File: src/rtl/ps2_pkg.sv
// Shared constants, decoder states and the 10-bit key event record for the PS/2 key decoder.
package ps2_pkg;

    localparam logic [7:0] PS2_EXT  = 8'hE0;
    localparam logic [7:0] PS2_BRK  = 8'hF0;
    localparam logic [7:0] PS2_ERR0 = 8'h00;
    localparam logic [7:0] PS2_ERR1 = 8'hFF;

    typedef enum logic [1:0] {
        ST_IDLE = 2'd0,
        ST_EXT  = 2'd1,
        ST_BRK  = 2'd2
    } ps2_state_t;

    typedef struct packed {
        logic       ext;
        logic       brk;
        logic [7:0] code;
    } ps2_evt_t;

endpackage

File: src/rtl/sync_fifo.sv
// Single-clock FIFO; a push into a full FIFO is accepted only when a pop happens in the same cycle.
module sync_fifo #(
    parameter int WIDTH = 10,
    parameter int DEPTH = 8,
    localparam int AW = $clog2(DEPTH)
) (
    input  logic             clk,
    input  logic             rst,
    input  logic             push,
    input  logic [WIDTH-1:0] din,
    input  logic             pop,
    output logic [WIDTH-1:0] dout,
    output logic             full,
    output logic             empty,
    output logic [AW:0]      count
);

    localparam logic [AW:0] FULL_CNT = (AW+1)'(DEPTH);

    logic [WIDTH-1:0] mem [DEPTH];
    logic [AW-1:0]    wr_ptr;
    logic [AW-1:0]    rd_ptr;
    logic             do_push;
    logic             do_pop;

    assign empty   = (count == '0);
    assign full    = (count == FULL_CNT);
    assign do_pop  = pop & ~empty;
    assign do_push = push & (~full | do_pop);
    // Storage is not reset, so the head is masked to zero while empty.
    assign dout    = empty ? '0 : mem[rd_ptr];

    always_ff @(posedge clk) begin
        if (do_push) begin
            mem[wr_ptr] <= din;
        end
    end

    always_ff @(posedge clk) begin
        if (rst) begin
            wr_ptr <= '0;
            rd_ptr <= '0;
            count  <= '0;
        end else begin
            if (do_push) wr_ptr <= wr_ptr + 1'b1;
            if (do_pop)  rd_ptr <= rd_ptr + 1'b1;
            case ({do_push, do_pop})
                2'b10:   count <= count + 1'b1;
                2'b01:   count <= count - 1'b1;
                default: count <= count;
            endcase
        end
    end

endmodule

File: src/rtl/ps2_key_decoder.sv
// PS/2 scancode byte decoder producing make/break events into a FIFO.
// Define PS2_REPEAT_FILTER_EN to suppress typematic repeats of the last held key.
//
// state | meaning
// IDLE  | waiting for first byte of a code
// EXT   | E0 prefix seen, ext flag set
// BRK   | F0 prefix seen, next byte is a release
module ps2_key_decoder
    import ps2_pkg::*;
#(
    parameter int FIFO_DEPTH = 8,
    parameter int CNT_W      = $clog2(FIFO_DEPTH) + 1
) (
    input  logic             clk,
    input  logic             rst,
    input  logic [7:0]       ps2_data,
    input  logic             ps2_ready,
    output logic             ps2_nextdata,
    output logic             evt_valid,
    input  logic             evt_ready,
    output logic [7:0]       evt_code,
    output logic             evt_ext,
    output logic             evt_break,
    output logic [CNT_W-1:0] fifo_count,
    input  logic             ovf_clr,
    output logic             overflow,
    output logic             err
);

    ps2_state_t state_q, state_d;
    logic       ext_q, ext_d;
    logic       capture;
    logic       is_err;
    logic       emit;
    ps2_evt_t   evt;
    logic       suppress;
    logic       push;
    logic       pop;
    logic       full;
    logic       empty;
    ps2_evt_t   head;

    assign capture = ps2_ready & ~ps2_nextdata;
    assign is_err  = (ps2_data == PS2_ERR0) || (ps2_data == PS2_ERR1);

    always_comb begin
        state_d  = state_q;
        ext_d    = ext_q;
        emit     = 1'b0;
        evt.ext  = ext_q;
        evt.brk  = 1'b0;
        evt.code = ps2_data;
        if (capture) begin
            if (is_err) begin
                state_d = ST_IDLE;
                ext_d   = 1'b0;
            end else begin
                case (state_q)
                    ST_IDLE, ST_EXT: begin
                        if (ps2_data == PS2_EXT) begin
                            state_d = ST_EXT;
                            ext_d   = 1'b1;
                        end else if (ps2_data == PS2_BRK) begin
                            state_d = ST_BRK;
                        end else begin
                            emit    = 1'b1;
                            state_d = ST_IDLE;
                            ext_d   = 1'b0;
                        end
                    end
                    ST_BRK: begin
                        emit    = 1'b1;
                        evt.brk = 1'b1;
                        state_d = ST_IDLE;
                        ext_d   = 1'b0;
                    end
                    default: begin
                        state_d = ST_IDLE;
                        ext_d   = 1'b0;
                    end
                endcase
            end
        end
    end

    always_ff @(posedge clk) begin
        if (rst) begin
            state_q      <= ST_IDLE;
            ext_q        <= 1'b0;
            ps2_nextdata <= 1'b0;
            err          <= 1'b0;
        end else begin
            state_q      <= state_d;
            ext_q        <= ext_d;
            ps2_nextdata <= capture;
            err          <= capture & is_err;
        end
    end

`ifdef PS2_REPEAT_FILTER_EN
    logic       trk_valid;
    logic [8:0] trk_key;
    logic       trk_match;

    assign trk_match = trk_valid && (trk_key == {evt.ext, evt.code});
    assign suppress  = emit & ~evt.brk & trk_match;

    always_ff @(posedge clk) begin
        if (rst) begin
            trk_valid <= 1'b0;
            trk_key   <= '0;
        end else if (emit && !evt.brk) begin
            trk_valid <= 1'b1;
            trk_key   <= {evt.ext, evt.code};
        end else if (emit && evt.brk && trk_match) begin
            trk_valid <= 1'b0;
        end
    end
`else
    assign suppress = 1'b0;
`endif

    assign push = emit & ~suppress;
    assign pop  = evt_ready & ~empty;

    sync_fifo #(
        .WIDTH ($bits(ps2_evt_t)),
        .DEPTH (FIFO_DEPTH)
    ) u_fifo (
        .clk   (clk),
        .rst   (rst),
        .push  (push),
        .din   (evt),
        .pop   (evt_ready),
        .dout  (head),
        .full  (full),
        .empty (empty),
        .count (fifo_count)
    );

    assign evt_valid = ~empty;
    assign evt_code  = head.code;
    assign evt_ext   = head.ext;
    assign evt_break = head.brk;

    // A drop in the same cycle as ovf_clr keeps the flag set.
    always_ff @(posedge clk) begin
        if (rst) begin
            overflow <= 1'b0;
        end else if (push && full && !pop) begin
            overflow <= 1'b1;
        end else if (ovf_clr) begin
            overflow <= 1'b0;
        end
    end

endmodule

File: config.mk
export PLATFORM = sky130hd
export DESIGN_NAME = ps2_key_decoder
export DESIGN_NICKNAME = d
export VERILOG_FILES = /design/src/rtl/ps2_pkg.sv /design/src/rtl/sync_fifo.sv /design/src/rtl/ps2_key_decoder.sv
export SDC_FILE = /design/constraint.sdc
export NUM_CORES = 1
export LEC_CHECK = 0
export ABC_CLOCK_PERIOD_IN_PS = 5210
export BUFFER_PORTS_ARGS = -buffer_cell sky130_fd_sc_hd__buf_4
export CORE_MARGIN = 5
export CORE_UTILIZATION = 40
export DETAILED_ROUTE_END_ITERATION = 12
export GPL_TIMING_DRIVEN = 0
export PLACE_DENSITY = 0.55
export SLEW_MARGIN = 20
export SYNTH_ARGS = -nofsm -noshare
export SYNTH_HDL_FRONTEND = slang
export SYNTH_SLANG_ARGS = --single-unit
File: constraint.sdc
create_clock -name clk -period 5.21 [get_ports clk]
set_clock_uncertainty 0.05 [all_clocks]
set_input_delay 0 -clock clk [delete_from_list [all_inputs] [get_ports clk]]
set_output_delay 0 -clock clk [all_outputs]
set_load 0.01 [all_outputs]
* Word level (Yosys, flattened, before mapping)
Memories as Yosys holds them, arrays and structs flattened. A register that Yosys moved wholly into a read port is not among the register bits.
Cells that the tools add are included.
W data, S select, Z words.
** Cells by class
- $add $sub $neg :: 4
- Eq/ne operators :: 9
- Muxes and demuxes :: 24
- Bitwise logic cells :: 8
- Reductions and logical operators :: 11
** Operator list (number)
- $eq A8 B8 Y1 const B :: 3
- $mux W1 :: 15
- $mux W10 :: 1
- $logic_not A8 Y1 :: 1
- $mux W2 :: 4
- $pmux W4 S2 :: 1
- $add A3 B1 Y3 const B :: 2
- $mux W3 :: 2
- $add A4 B1 Y4 const B :: 1
- $and A1 B1 Y1 :: 4
- $eq A2 B1 Y1 const B :: 2
- $eq A2 B2 Y1 const B :: 2
- $eq A4 B4 Y1 const B :: 1
- $logic_not A4 Y1 :: 1
- $ne A4 B4 Y1 const B :: 1
- $reduce_bool A2 Y1 :: 2
- $sub A4 B1 Y4 const B :: 1
- $not A1 Y1 :: 3
- $logic_and A1 B1 Y1 :: 2
- $logic_not A2 Y1 :: 1
- $pmux W1 S2 :: 1
- $reduce_and A2 Y1 :: 1
- $reduce_or A2 Y1 :: 1
- $logic_not A1 Y1 :: 1
- other kinds (2) :: 2
** Word-level totals
- Flip-flop bits (word level) :: 16
- RAM bits :: 80
- Word-level logic and storage cells :: 65
- Memories kept :: 1
** Memories
- u_fifo.mem :: words 8, bits a word 10, rd ports 1, clocked after Yosys merged registers in 1, wr ports 1, RTL line sync_fifo.sv:20 : logic [WIDTH-1:0] mem [DEPTH];

* Longest topological paths before layout
Gate-level depths: netlist (run 1).
- Depth in word-level cells :: 9
- Depth in mapped cells :: 13

* Cells and area by module
From an unflattened synthesis (run 1), not the netlist that was laid out.
** Second synthesis, totals
- Cells, all modules :: 245
- Area total of the unflattened synthesis :: 4086.4 um^2
** By module, submodules not included
- sync_fifo :: instances 1, cells an instance 209, area an instance 3762.4 um^2, sequential area each 2662.6 um^2
- ps2_key_decoder :: instances 1, cells an instance 36, area an instance 324.1 um^2, sequential area each 120.1 um^2

* Worst setup path after synthesis (run 1)
No wires, ideal clock.
- Path type :: register to register
- Start point :: reg ps2_nextdata
- End point :: mem u_fifo.mem[0][0], enable pin
- Library setup time :: 404 ps
- Data arrival time :: 2515 ps
- Required time :: 4756 ps
- Slack :: 2242 ps
- Cell stages (with the launch flop) :: 7
- Path through :: dfxtp_1 nand2b_4 buf_6 a21o_1 nor4b_2 nand2_1 nor4_1
** Between the ends
- Longest elaborated chain between the ends :: 6
** RTL lines
- from (decl) :: RTL line ps2_key_decoder.sv:18 : output logic ps2_nextdata,
- from (signal assigned) :: RTL line ps2_key_decoder.sv:95 : ps2_nextdata <= capture;
- $not A1 Y1 :: RTL line ps2_key_decoder.sv:43 : assign capture = ps2_ready & ~ps2_nextdata;
- $and A1 B1 Y1 :: RTL line ps2_key_decoder.sv:43
- $mux W1 :: RTL line ps2_key_decoder.sv:53 : if (capture) begin
- $and A1 B1 Y1 :: RTL line sync_fifo.sv:29 : assign do_push = push & (~full | do_pop);
- $mux W1 :: RTL line sync_fifo.sv:34 : if (do_push) begin
- $mux W1 (not written as such) :: RTL line sync_fifo.sv:35 : mem[wr_ptr] <= din;
- to (decl) :: RTL line sync_fifo.sv:20
No other way between the ends.

* Worst setup path after layout (run 1)
- Start point :: in ps2_data[1]
- End point :: reg u_fifo.count[3]
** Between the ends
- Longest elaborated chain between the ends :: 9
** RTL lines
- from (decl) :: RTL line ps2_key_decoder.sv:16 : input logic [7:0] ps2_data,
- $eq A8 B8 Y1 :: RTL line ps2_key_decoder.sv:63 : end else if (ps2_data == PS2_BRK) begin
- $mux W1 :: RTL line ps2_key_decoder.sv:63
- $mux W1 :: RTL line ps2_key_decoder.sv:60 : if (ps2_data == PS2_EXT) begin
- $pmux W1 S2 :: RTL line ps2_key_decoder.sv:58 : case (state_q)
- $mux W1 (*) :: RTL line ps2_key_decoder.sv:54 : if (is_err) begin
- $mux W1 (*) :: RTL line ps2_key_decoder.sv:53
- $and A1 B1 Y1 (*) :: RTL line sync_fifo.sv:29
- $eq A2 B1 Y1 or $eq A2 B2 Y1 (tied branches) :: RTL line sync_fifo.sv:47 : case ({do_push, do_pop})
- $pmux W4 S2 or $reduce_bool A2 Y1 (tied branches)
- to (signal assigned) :: RTL line sync_fifo.sv:48 : 2'b10: count <= count + 1'b1;
- to (signal assigned) :: RTL line sync_fifo.sv:49 : 2'b01: count <= count - 1'b1;
- to (signal assigned) :: RTL line sync_fifo.sv:50 : default: count <= count;
- to (decl) :: RTL line sync_fifo.sv:15 : output logic [AW:0] count
Every way passes the cells marked *; elsewhere a longest branch is shown, timed or not.
A chain may end at the register's enable or synchronous reset.

==> results of run 1 <==
## synthesized netlist by cell type (2+ instances only)
cell,number
edfxtp_1,80
nor2_1,31
mux4_2,20
dfxtp_1,19
mux2i_1,12
nor3_1,9
nand2_1,7
a21oi_1,6
buf_2,4
clkbuf_1,4
ha_1,4
inv_1,4
nand3_1,4
and2_1,3
mux2_1,3
nand2b_1,3
nor2b_1,3
nor4_1,3
o21ai_0,3
a21o_1,2
a221oi_1,2
buf_1,2
nand4_1,2
or3_1,2
xnor2_1,2
## per-layer routing
layer | track usage (%) | part of all wire (%) | vias to the layer above
met4 | 4.680 | 1.2 | 0
met1 | 19.71 | 46 | 1133
met2 | 22.53 | 49 | 47
met3 | 2.681 | 3.7 | 11
li1 | - | - | 1074
met5 | 0 | 0 | -
## cell type report
| class | count | area [um2] | area share [%] |
|---|---|---|---|
| Tap cell | 133 | 166.4 | 3.426 |
| Clock buffer | 10 | 127.6 | 2.628 |
| Timing Repair Buffer | 46 | 384.1 | 7.908 |
| Inverter | 5 | 18.77 | 0.3864 |
| Multi-Input combinational cell | 134 | 1232 | 25.37 |
| Clock inverter | 6 | 91.34 | 1.880 |
| Sequential cell | 99 | 2783 | 57.29 |
| Buffer | 11 | 53.80 | 1.108 |
## worst min-delay path by stage
stage / slack [ns] / start / to / cells past startpoint
2_1_floorplan: 0.05 / ps2_data[0] / u_fifo.mem[0][0] / 0
3_3_place_gp: 0.21 / ps2_data[0] / u_fifo.mem[4][0] / 1
3_5_place_dp: 0.21 / ps2_data[3] / u_fifo.mem[5][3] / 1
4_1_cts: 0.05 / rst / ps2_nextdata / 2
5_1_grt: 0.06 / rst / ps2_nextdata / 2
6_report: 0.05 / rst / ps2_nextdata / 2
## logic make-up (layout without fill, tap and decap cells)
kind of cell,after synthesis,count (layout),synth area share [%]
adder cells (fa/ha/maj),5,5,1.731
AO/OA/AOI/OAI,16,16,2.442
XOR/XNOR,3,3,0.6493
multiplexers,35,35,14.93
flip-flops,99,99,68.75
buffers and inverters,16,78,1.793
AND/OR/NAND/NOR,75,75,9.706
## state kept, by name, summed over array words and instances (netlist names), named ones only
name and count:
err 1, ext_q 1, overflow 1, ps2_nextdata 1, state_q 2, u_fifo.count 4
u_fifo.mem 80, u_fifo.rd_ptr 3, u_fifo.wr_ptr 3
## worst max-delay path, stage by stage
cell,delay (ns)
dlygate4sd3_1,0.53
buf_4,0.17
or4_4,0.58
nor3_2,0.30
or4b_1,0.16
buf_2,0.17
nand2_1,0.11
inv_1,0.09
ha_1,0.22
a21o_1,0.17
a21oi_1,0.19
nor3_1,0.07
mux2i_1,0.18
mux2_1,0.34
## stage by stage
stage	area (um2)	total power, uW	hold WS (ns)	setup slack [ns]
finish	4857	1889	0.04723	2.127
global placement	4432	1364	0.2114	0.9497
detailed placement	4526	1378	0.2122	1.945
global route	4857	1989	0.06091	1.891
CTS	4855	1914	0.05071	1.910
floorplan	4048	1207	0.04887	2.242
## power by group through the flow
stage / clock [uW] / sequential [uW] / combinational [uW]
after detailed placement: 0 / 926 / 452
after floorplan: 0 / 925 / 282
after CTS: 547 / 908 / 460
final: 534 / 908 / 448
after global routing: 583 / 913 / 493
after global placement: 0 / 925 / 439
==> results.md, run 1 <==
- The first global-routing pass estimated 13.44 mm of wire.
- The type of element launching the critical path is an input port.
- The number of global-route vias before repair is 2,384.
- The number of cells in the finished layout apart from fillers is 444.
- The largest buffer count on any clock path is 2.
- Along the worst path, the maximum fanout reaches 10.
- Measured on the finished design, the core utilization comes to 49.46%.
- The final number of max-transition violations is 0.
- The number of flops mapped to enable cells by yosys is 80.
- In this run the remaining antenna-violating nets after routing total 0.
- After legalization and detailed placement, the total HPWL measured 5.413 mm.
- The total of fill cells in the finished design is between 800 and 900.
- The final layout net count is 324.
- For this design the total switching power over the nets is 511.4 uW.
- The sequential group share of total power is 48.0%.
- Yosys printed 0 warnings.
- Across all layers, the routed design uses 2,265 vias.
- The worst hold path class is input port to flop.
- The total power divided by cell area is 389.0 nW/um2.
- The synthesis-to-layout area growth is 20.00%.
- The area of the mapped netlist is 4048 um2.
- The starting utilization of the core area is 41.22%.
- The proportion of total power due to net switching is 27.06%.
- The register-to-register setup slack is 2.21 ns.
- The count of endpoints failing hold in the final timing report is 0.
- The cell type with the highest aggregate area in the netlist is edfxtp_1.
- TritonCTS built the clock tree.
- The post-cts resize count is 0.
- The number of buffers added to fix hold violations after cts is 11.
- The path type of the worst setup path is input port to flop.
- The floorplan core area is 9819 um2.
- The combinational group share of total power is 23.7%.
- Measured along the y axis, the die boundary spans 110.6 um.
- The number of antenna violations at the first check in global routing is 0.
- After layout, the worst path uses about three fifths of the clock period.
- Adding up every negative setup slack in the final design gives 0 ns.
- The internal power contribution is roughly 1400 uW.
- Across the run, the number of max-cap violations was 0.
- The number of CTS-inserted buffers is 9.
- Global routing used 14.19% of the available tracks.
- The flow ran to the end, and the final reports show no timing, DRC or antenna violations.
- The worst setup path is captured at a flop.
- The clock period minus worst slack is 3.083 ns.
- In the layout the commonest cells are 80 x edfxtp_1, 32 x buf_4, 28 x nor2_1.
- Counting every instance in the synthesized netlist gives 249.
- The endpoint of the most critical register-to-register path is u_fifo.mem[4][7].
- The relative slew slack is 38.54%.
- The total of endpoints with negative setup slack in the final report is 0.
- Data arrives at the worst endpoint at around 3.3 ns.
- The termination of the worst setup path is u_fifo.count[3].
- After synthesis, the netlist uses 40 different library cells.
- The critical register-to-register path startpoint is ps2_nextdata.
- Port buffering added 29 buffers.
- Clock-pin slew was measured on the worst setup and hold paths at 0.10 ns.
- The number of rows in the core area is 36.
- The initial DRC count is 103.
- The repair_antennas step left the layout with diodes totalling 0.
- Cells with a size suffix above 1 make up around 29% of the layout.
- The per-instance average area after synthesis is 16.26 um2.
- The worst setup path startpoint is ps2_data[1].
- The number of cells on the worst reg-to-reg path is 7.
- The required arrival time at the worst endpoint is around 5.4 ns.
- The leading register cell type out of synthesis is edfxtp_1.
- The final routed DRC violation total is 0.
- The total overflow left after global routing is 0.
- The register bit count reported by yosys is 99.
- The number of nets handed over by synthesis was 267.
- In this run the horizontal extent of the chip is 110.6 um.
- Buffers added to address setup during post-CTS repair amount to 0.
- In this run, placement finished with an instance count of 417.
- The maximum ir drop on the vdd rail is around 170 uV.
- The via density per instance is between 5 and 6.
- By area the synthesized netlist is led by edfxtp_1 59%, mux4_2 11%, dfxtp_1 9.4%.
- The most common cell after layout, fill and taps aside is edfxtp_1.
- The cell chosen for the clock root is clkbuf_8.
- The leakage dissipation is 0.001640 uW.
- The detailed-routing iteration count for the pre-antenna-repair pass is 4.
- Dividing the detail-routed wire length by the instance count gives 18.44 um.
- CTS saw 99 sinks.
- Counting flops with an async set or reset pin after synthesis yields a share of 0%.
- The CTS H-tree depth is 3.
- The clock network is responsible for 28.3% of the overall power.
- The congestion estimate from routability-driven global placement came to 0.7822.
- The clock reaches the later pin of the worst-skew pair after roughly 0.35 ns.
- The worst-margin pin slew is roughly 0.92 ns.
- Static timing analysis puts the maximum clock frequency at 324.3 MHz.
- Setup repair after global routing left no endpoint under its margin.
- The overall die area is 12,230 um2.
- The area fraction of the dominant cell type after synthesis is 59.35%.
- The largest net degree at the start of global routing is 18.
- Pin placement for this block handled 31 I/O pins.
- After detailed routing, the total wire length is 8.188 mm.
- The register area share after synthesis is between 60% and 70%.
No activity file was read; power rests on OpenSTA's default activity.
==> run 2: changes to the inputs <==
ABC_CLOCK_PERIOD_IN_PS = 2700   (was 5210)
PLACE_DENSITY = 0.57   (was 0.55)
clock period = 2.7 ns   (was 5.21 ns; I/O delays follow)
==> results.md, run 2 (synthesis gave the netlist of run 1 again) <==
- The width of the die was 110.6 um (unchanged).
- The final number of max-transition violations is 0 (unchanged).
- The critical register-to-register path startpoint is u_fifo.count[0] (was ps2_nextdata).
- Based on the critical path, the design can be clocked at up to a little under 400 MHz.
- The total power consumption of the routed design is 3748 uW (was 1889 uW).
- The via density per instance is 5.084 (was 5.101).
- The register-to-register setup slack came to 0.12 ns (was 2.21 ns).
- The number of global-route vias before repair is 2,416 (was 2,384).
- The overall die area is 12,230 um2 (unchanged).
- The worst setup path startpoint is u_fifo.count[0] (was ps2_data[1]).
- Largest registers: u_fifo.mem: 80 flops, u_fifo.count: 4 flops (unchanged).
- The final design utilization is 51.54% (was 49.46%).
- Result of the run: completed (unchanged).
- The total of fill cells in the finished design is 860 (was 871).
- The endpoint of the most critical register-to-register path is u_fifo.count[3] (was u_fifo.mem[4][7]).
- The final antenna-violating net count is 0 (unchanged).
- The number of top-level pins is 31 (unchanged).
- The count of endpoints failing hold in the final timing report is 0 (unchanged).
- The wire length of the first global-routing pass is 13.07 mm (was 13.44 mm).
- The logic depth of the worst register-to-register path was 13 (was 7).
- The worst endpoint data arrival time is 2.78 ns (was 3.28 ns).
- The largest buffer count on any clock path was 2 (unchanged).
- Setup repair after global routing missed its margin: true (was false).
- The number of antenna diodes was 0 (unchanged).
- The total grt overflow came to 0 (unchanged).
- The type of destination of the critical path is a flop (unchanged).
- The proportion of total power due to net switching is 27.27% (was 27.06%).
- The detailed-routing iteration count for the pre-antenna-repair pass is 4 (unchanged).
- The path type of the worst setup path was flop to flop (was input port to flop).
- The share of the clock period used by the worst path after layout is around 96%.
- Most frequent cells in the layout: 80 x edfxtp_1, 45 x buf_4, 27 x nor2_1 (was 80 x edfxtp_1, 32 x buf_4, 28 x nor2_1).
- The maximum fanout encountered on the critical timing path is 10 (unchanged).
- The switching power summed over all nets is 1022 uW (was 511.4 uW).
- The max-capacitance violation count was 0 (unchanged).
- The register containing the most flip-flops in the final layout is u_fifo.mem (unchanged).
- Subtracting the final worst setup slack from the clock period gives between 2 and 3 ns.
- The internal power contribution is 2726 uW (was 1378 uW).
- The number of antenna violations at the first check in global routing is 0 (unchanged).
- The via total after detailed routing is 2,313 (was 2,265).
- The synthesis-to-layout area growth is 25.04% (was 20.00%).
- The total of endpoints with negative setup slack in the final report is 0 (unchanged).
- The height of the chip is 110.6 um (unchanged).
- The clock group share of total power is 27.5% (was 28.3%).
- The combinational group share of total power is 25.4% (was 23.7%).
- The flip-flop count of the largest register, all copies and words added came to 80 (unchanged).
- The leakage dissipation is 0.001718 uW (was 0.001640 uW).
- The number of sinks on the clock net came to 99 (unchanged).
- The final weighted congestion in routability-driven placement is 0.7465 (was 0.7822).
- The number of rows in the core area is 36 (unchanged).
- The initial DRC count is 85 (was 103).
- The count of port buffers added during placement is 29 (unchanged).
- The starting utilization of the core area is 41.22% (unchanged).
- The largest net degree at the start of global routing was 18 (unchanged).
- The total global routing track utilization is 13.79% (was 14.19%).
- The relative slew slack is 42.66% (was 38.54%).
- The type of element launching the critical path was a flop (was input port).
- The total power divided by cell area is 740.6 nW/um2 (was 389.0 nW/um2).
- The clock tree from TritonCTS is yes (unchanged).
- The most common cell after layout, fill and taps aside is edfxtp_1 (unchanged).
- The cell chosen for the clock root is clkbuf_8 (unchanged).
- The termination of the worst setup path is u_fifo.count[3] (unchanged).
- The area of combinational cells with multiple inputs was 1338 um2 (was 1232 um2).
- The area occupied by registers came to 2789 um2 (was 2783 um2).
- The clock-pin slew of the registers on the worst-case setup and hold paths is 0.10 ns (about the same).
- The floorplan core area was 9819 um2 (unchanged).
- The final layout net count came to 335 (was 324).
- The maximum ir drop on the vdd rail was 365.1 uV (was 168.2 uV).
- The worst hold path class is input port to flop (unchanged).
- The final routed DRC violation total was 0 (unchanged).
- The required arrival time at the worst endpoint came to 2.89 ns (was 5.40 ns).
- The routed wirelength normalized by instance count is 18.30 um (was 18.44 um).
- The number of CTS-inserted buffers came to 9 (unchanged).
- The CTS H-tree depth was 3 (unchanged).
- The clock latency of the later-clocked register in the worst-skew pair was 0.34 ns (was 0.35 ns).
- The fraction of final layout cells with drive strength greater than 1 is 35.09% (was 28.94%).
- The sum of net half-perimeters after detailed placement was 5.395 mm (was 5.413 mm).
- The worst-margin pin slew is 0.8582 ns (was 0.9219 ns).
- The routed wire length was 8.325 mm (was 8.188 mm).
- The sequential group share of total power was 47.1% (was 48.0%).
==> run 2: cell count changes in the layout (fill, tap and decap cells not counted), sizes merged <==
cell	change
buf	+11
clkbuf	-1
clkinvlp	-2
inv	+3
==> run 2: critical path, stage by stage, from the launching register on <==
cell and delay [ns]:
dfxtp_4 0.37, or3_4 0.41, nor2_4 0.13, inv_2 0.05, and2_1 0.16, buf_6 0.14
nand2_4 0.07, inv_4 0.04, ha_4 0.19, a21o_1 0.18, a21oi_2 0.15, nor3_2 0.05
mux2i_1 0.17, mux2_1 0.33
==> run 2: cell type report <==
class                   instances  share of cell area, %
clock inverters                 7                  1.928
flip-flops and latches         99                  55.11
multi-input cells             134                  26.43
repair buffers                 59                  9.518
inverters                       5                 0.4203
clock buffers                   9                  2.447
well taps                     133                  3.288
plain buffers                   9                 0.8653
==> run 2: per-stage QoR <==
stage,TNS [ns],hold slack [ns],cell area [um2],setup slack [ns],cells
floorplan,-0.8583,0.04887,4090,-0.02861,249
global placement,-51.48,0.2095,4474,-1.052,411
detailed placement,-28.43,0.2130,4538,-0.5350,414
CTS,-0.2027,0.05628,4952,-0.03146,445
global route,-0.01605,0.09599,5061,-0.01605,455
finish,0,0.05296,5061,0.1150,455
==> run 2: worst min-delay path by stage <==
stage | start | endpoint | slack, ns | cells after the start
after floorplan | ps2_data[0] | u_fifo.mem[0][0] | 0.05 | 0
after global placement | ps2_data[2] | u_fifo.mem[4][2] | 0.21 | 1
after detailed placement | ps2_data[1] | u_fifo.mem[4][1] | 0.21 | 1
after CTS | rst | ps2_nextdata | 0.06 | 2
after global routing | rst | ps2_nextdata | 0.1 | 2
final | rst | ps2_nextdata | 0.05 | 2
==> run 2: repair_timing <==
| action | in CTS | in global routing |
|---|---|---|
| resized for setup | 14 | 10 |
| hold endpoints to repair | 69 | 0 |
| pin swaps | 5 | 7 |
| setup buffers | 5 | 11 |
| gates cloned | 0 | 0 |
| endpoints found under the setup margin | 81 | 67 |
| hold buffers | 11 | 0 |
==> run 2: power by group through the flow <==
stage / combinational (uW) / clock [uW] / sequential (uW)
2_1_floorplan: 558 / 0 / 1790
3_3_place_gp: 861 / 0 / 1790
3_5_place_dp: 875 / 0 / 1790
4_1_cts: 916 / 1050 / 1760
5_1_grt: 1050 / 1120 / 1770
6_report: 953 / 1030 / 1770
==> run 2: layer usage <==
layer / track usage, % / up-vias / part of all wire [%]
met1: 18.81 / 1165 / 47
li1: - / 1103 / -
met5: 0 / - / 0
met2: 22.57 / 39 / 48
met3: 2.352 / 6 / 2.9
met4: 4.351 / 0 / 1.1
==> run 3: changes to the inputs <==
PLACE_DENSITY = 0.68   (was 0.57)
==> results.md, run 3 (synthesis gave the netlist of run 1 again) <==
- Result of the run: completed (unchanged).
- The leakage dissipation is 0.001657 uW (was 0.001718 uW).
- The sum of net half-perimeters after detailed placement is 5.316 mm (was 5.395 mm).
- The number of global-route vias before repair is 2,432 (was 2,416).
- The clock latency of the later-clocked register in the worst-skew pair is 0.35 ns (was 0.34 ns).
- The width of the die is 110.6 um (unchanged).
- The total power divided by cell area is 719.6 nW/um2 (was 740.6 nW/um2).
- The total of endpoints with negative setup slack in the final report was 0 (unchanged).
- The initial DRC count was 163 (was 85).
- The number of cells in the finished layout apart from fillers is 445 (was 455).
- Setup repair after global routing missed its margin: true (unchanged).
- The required arrival time at the worst endpoint was 2.90 ns (was 2.89 ns).
- The max-capacitance violation count came to 0 (unchanged).
- The total global routing track utilization is 13.76% (was 13.79%).
- The routed wire length came to 8.082 mm (was 8.325 mm).
- The via density per instance was 5.124 (was 5.084).
- The share of the clock period used by the worst path after layout is 96.59% (was 95.74%).
- The clock period minus worst slack was 2.608 ns (was 2.585 ns).
- The height of the chip came to 110.6 um (unchanged).
- The most common cell after layout, fill and taps aside was edfxtp_1 (unchanged).
- The via total after detailed routing is 2,280 (was 2,313).
- The final design utilization is 50.50% (was 51.54%).
- The number of sinks on the clock net is 99 (unchanged).
- The maximum ir drop on the vdd rail was 359.8 uV (was 365.1 uV).
- The number of rows in the core area was 36 (unchanged).
- The type of destination of the critical path is a flop (unchanged).
- The final weighted congestion in routability-driven placement was 0.7554 (was 0.7465).
- The flip-flop count of the largest register, all copies and words added is 80 (unchanged).
- The starting utilization of the core area is 41.22% (unchanged).
- The count of endpoints failing hold in the final timing report was 0 (unchanged).
- The final routed DRC violation total is 0 (unchanged).
- The floorplan core area is 9819 um2 (unchanged).
- The worst-margin pin slew came to 0.8468 ns (was 0.8582 ns).
- The register containing the most flip-flops in the final layout is u_fifo.mem (unchanged).
- The clock tree from TritonCTS was yes (unchanged).
- The overall die area came to 12,230 um2 (unchanged).
- The number of antenna diodes is 0 (unchanged).
- The final number of max-transition violations came to 0 (unchanged).
- The routed wirelength normalized by instance count is 18.16 um (was 18.30 um).
- The type of element launching the critical path is a flop (unchanged).
- The synthesis-to-layout area growth was 22.50% (was 25.04%).
- The path type of the worst setup path is flop to flop (unchanged).
- The detailed-routing iteration count for the pre-antenna-repair pass is 4 (unchanged).
- The fmax is 383.4 MHz (was 386.8 MHz).
- Largest registers: u_fifo.mem: 80 flops, u_fifo.count: 4 flops (unchanged).
- The largest net degree at the start of global routing is 19 (was 18).
- The final antenna-violating net count is 0 (unchanged).
- The number of top-level pins is 31 (unchanged).
- The number of antenna violations at the first check in global routing came to 0 (unchanged).
- The wire length of the first global-routing pass is 13.07 mm (unchanged).
- The clock-pin slew of the registers on the worst-case setup and hold paths came to 0.09 ns (was 0.10 ns).
- Most frequent cells in the layout: 80 x edfxtp_1, 34 x buf_4, 27 x nor2_1 (was 80 x edfxtp_1, 45 x buf_4, 27 x nor2_1).
- The worst hold path class is input port to flop (unchanged).
- The worst endpoint data arrival time is 2.81 ns (was 2.78 ns).
- The count of port buffers added during placement is 29 (unchanged).
- The number of CTS-inserted buffers is 9 (unchanged).
- The cell chosen for the clock root is clkbuf_8 (unchanged).
- The fraction of final layout cells with drive strength greater than 1 came to 32.37% (was 35.09%).
- The CTS H-tree depth is 3 (unchanged).
- The total grt overflow was 0 (unchanged).
- The largest buffer count on any clock path is 2 (unchanged).
- The relative slew slack was 43.54% (was 42.66%).
- The number of cells in the design after placement is 414 (unchanged).
- The final layout net count is 325 (was 335).
- The maximum fanout encountered on the critical timing path came to 8 (was 10).
[run 3: changes by cell type in the layout (fill, tap and decap cells not counted), sizes merged]
| cell | before | now |
|---|---|---|
| buf | 53 | 43 |
| bufinv | 2 | 0 |
| clkinv | 1 | 4 |
| clkinvlp | 1 | 0 |
[run 3: per-layer routing]
| metal | global-route usage, % | wire length, um | vias to the layer above |
|---|---|---|---|
| met4 | 3.941 | 70 | 0 |
| met2 | 23.14 | 4110 | 46 |
| met1 | 17.74 | 3555 | 1146 |
| met3 | 3.337 | 346 | 6 |
| met5 | 0 | 0 | - |
| li1 | - | - | 1082 |
[run 3: metrics by stage]
stage | hold slack, ns | total power (uW) | instance area, um2 | TNS, ns | worst slack [ns]
global route | 0.09443 | 3757 | 4959 | -0.07440 | -0.07440
global placement | 0.2052 | 2645 | 4474 | -47.15 | -0.9619
CTS | 0.05546 | 3572 | 4897 | -0.3705 | -0.04408
floorplan | 0.04887 | 2345 | 4090 | -0.8583 | -0.02861
detailed placement | 0.2142 | 2669 | 4534 | -30.27 | -0.4880
finish | 0.07210 | 3568 | 4959 | 0 | 0.09204
[run 3: worst paths after layout]
path | from | end | slack, ns | cells past startpoint
worst max-delay path | ps2_nextdata | u_fifo.count[3] | 0.09 | 11
worst min-delay path | rst | ext_q | 0.07 | 2
worst max register to register | ps2_nextdata | u_fifo.count[3] | 0.09 | 11
worst min register to register | u_fifo.rd_ptr[1] | u_fifo.rd_ptr[1] | 0.46 | 2
[run 3: final cells by class]
cell class / count / area (um2)
fill: 843 / 4861
sequential: 99 / 2789
multi-input combinational: 134 / 1330
timing repair buffer: 49 / 427.9
tap: 133 / 166.4
clock buffer: 9 / 123.9
clock inverter: 7 / 58.81
buffer: 9 / 43.79
inverter: 5 / 18.77
[run 3: power breakdown]
part	switching (uW)	leakage [uW]	total, uW	internal [uW]
clock network	531	0.0000937	881	350
registers	54.8	0.000885	1770	1710
logic	459	0.000678	919	460
total	1050	0.00166	3570	2520
[run 3: timing repair]
item / CTS / global route
pin swaps: 6 / 3
setup endpoints to repair: 81 / 57
hold buffers: 11 / 0
endpoints found under the hold margin: 72 / 0
buffers inserted: 3 / 3
resized for setup: 11 / 10
[run 3: critical path: stages, from the launching register on]
cell and delay, ns:
dfxtp_2 0.33, nand2b_4 0.17, a21o_1 0.21, or4b_4 0.56, nand2_4 0.09, inv_2 0.05
ha_4 0.20, a21o_1 0.16, a21oi_2 0.14, nor3_1 0.06, mux2i_1 0.17, mux2_1 0.33
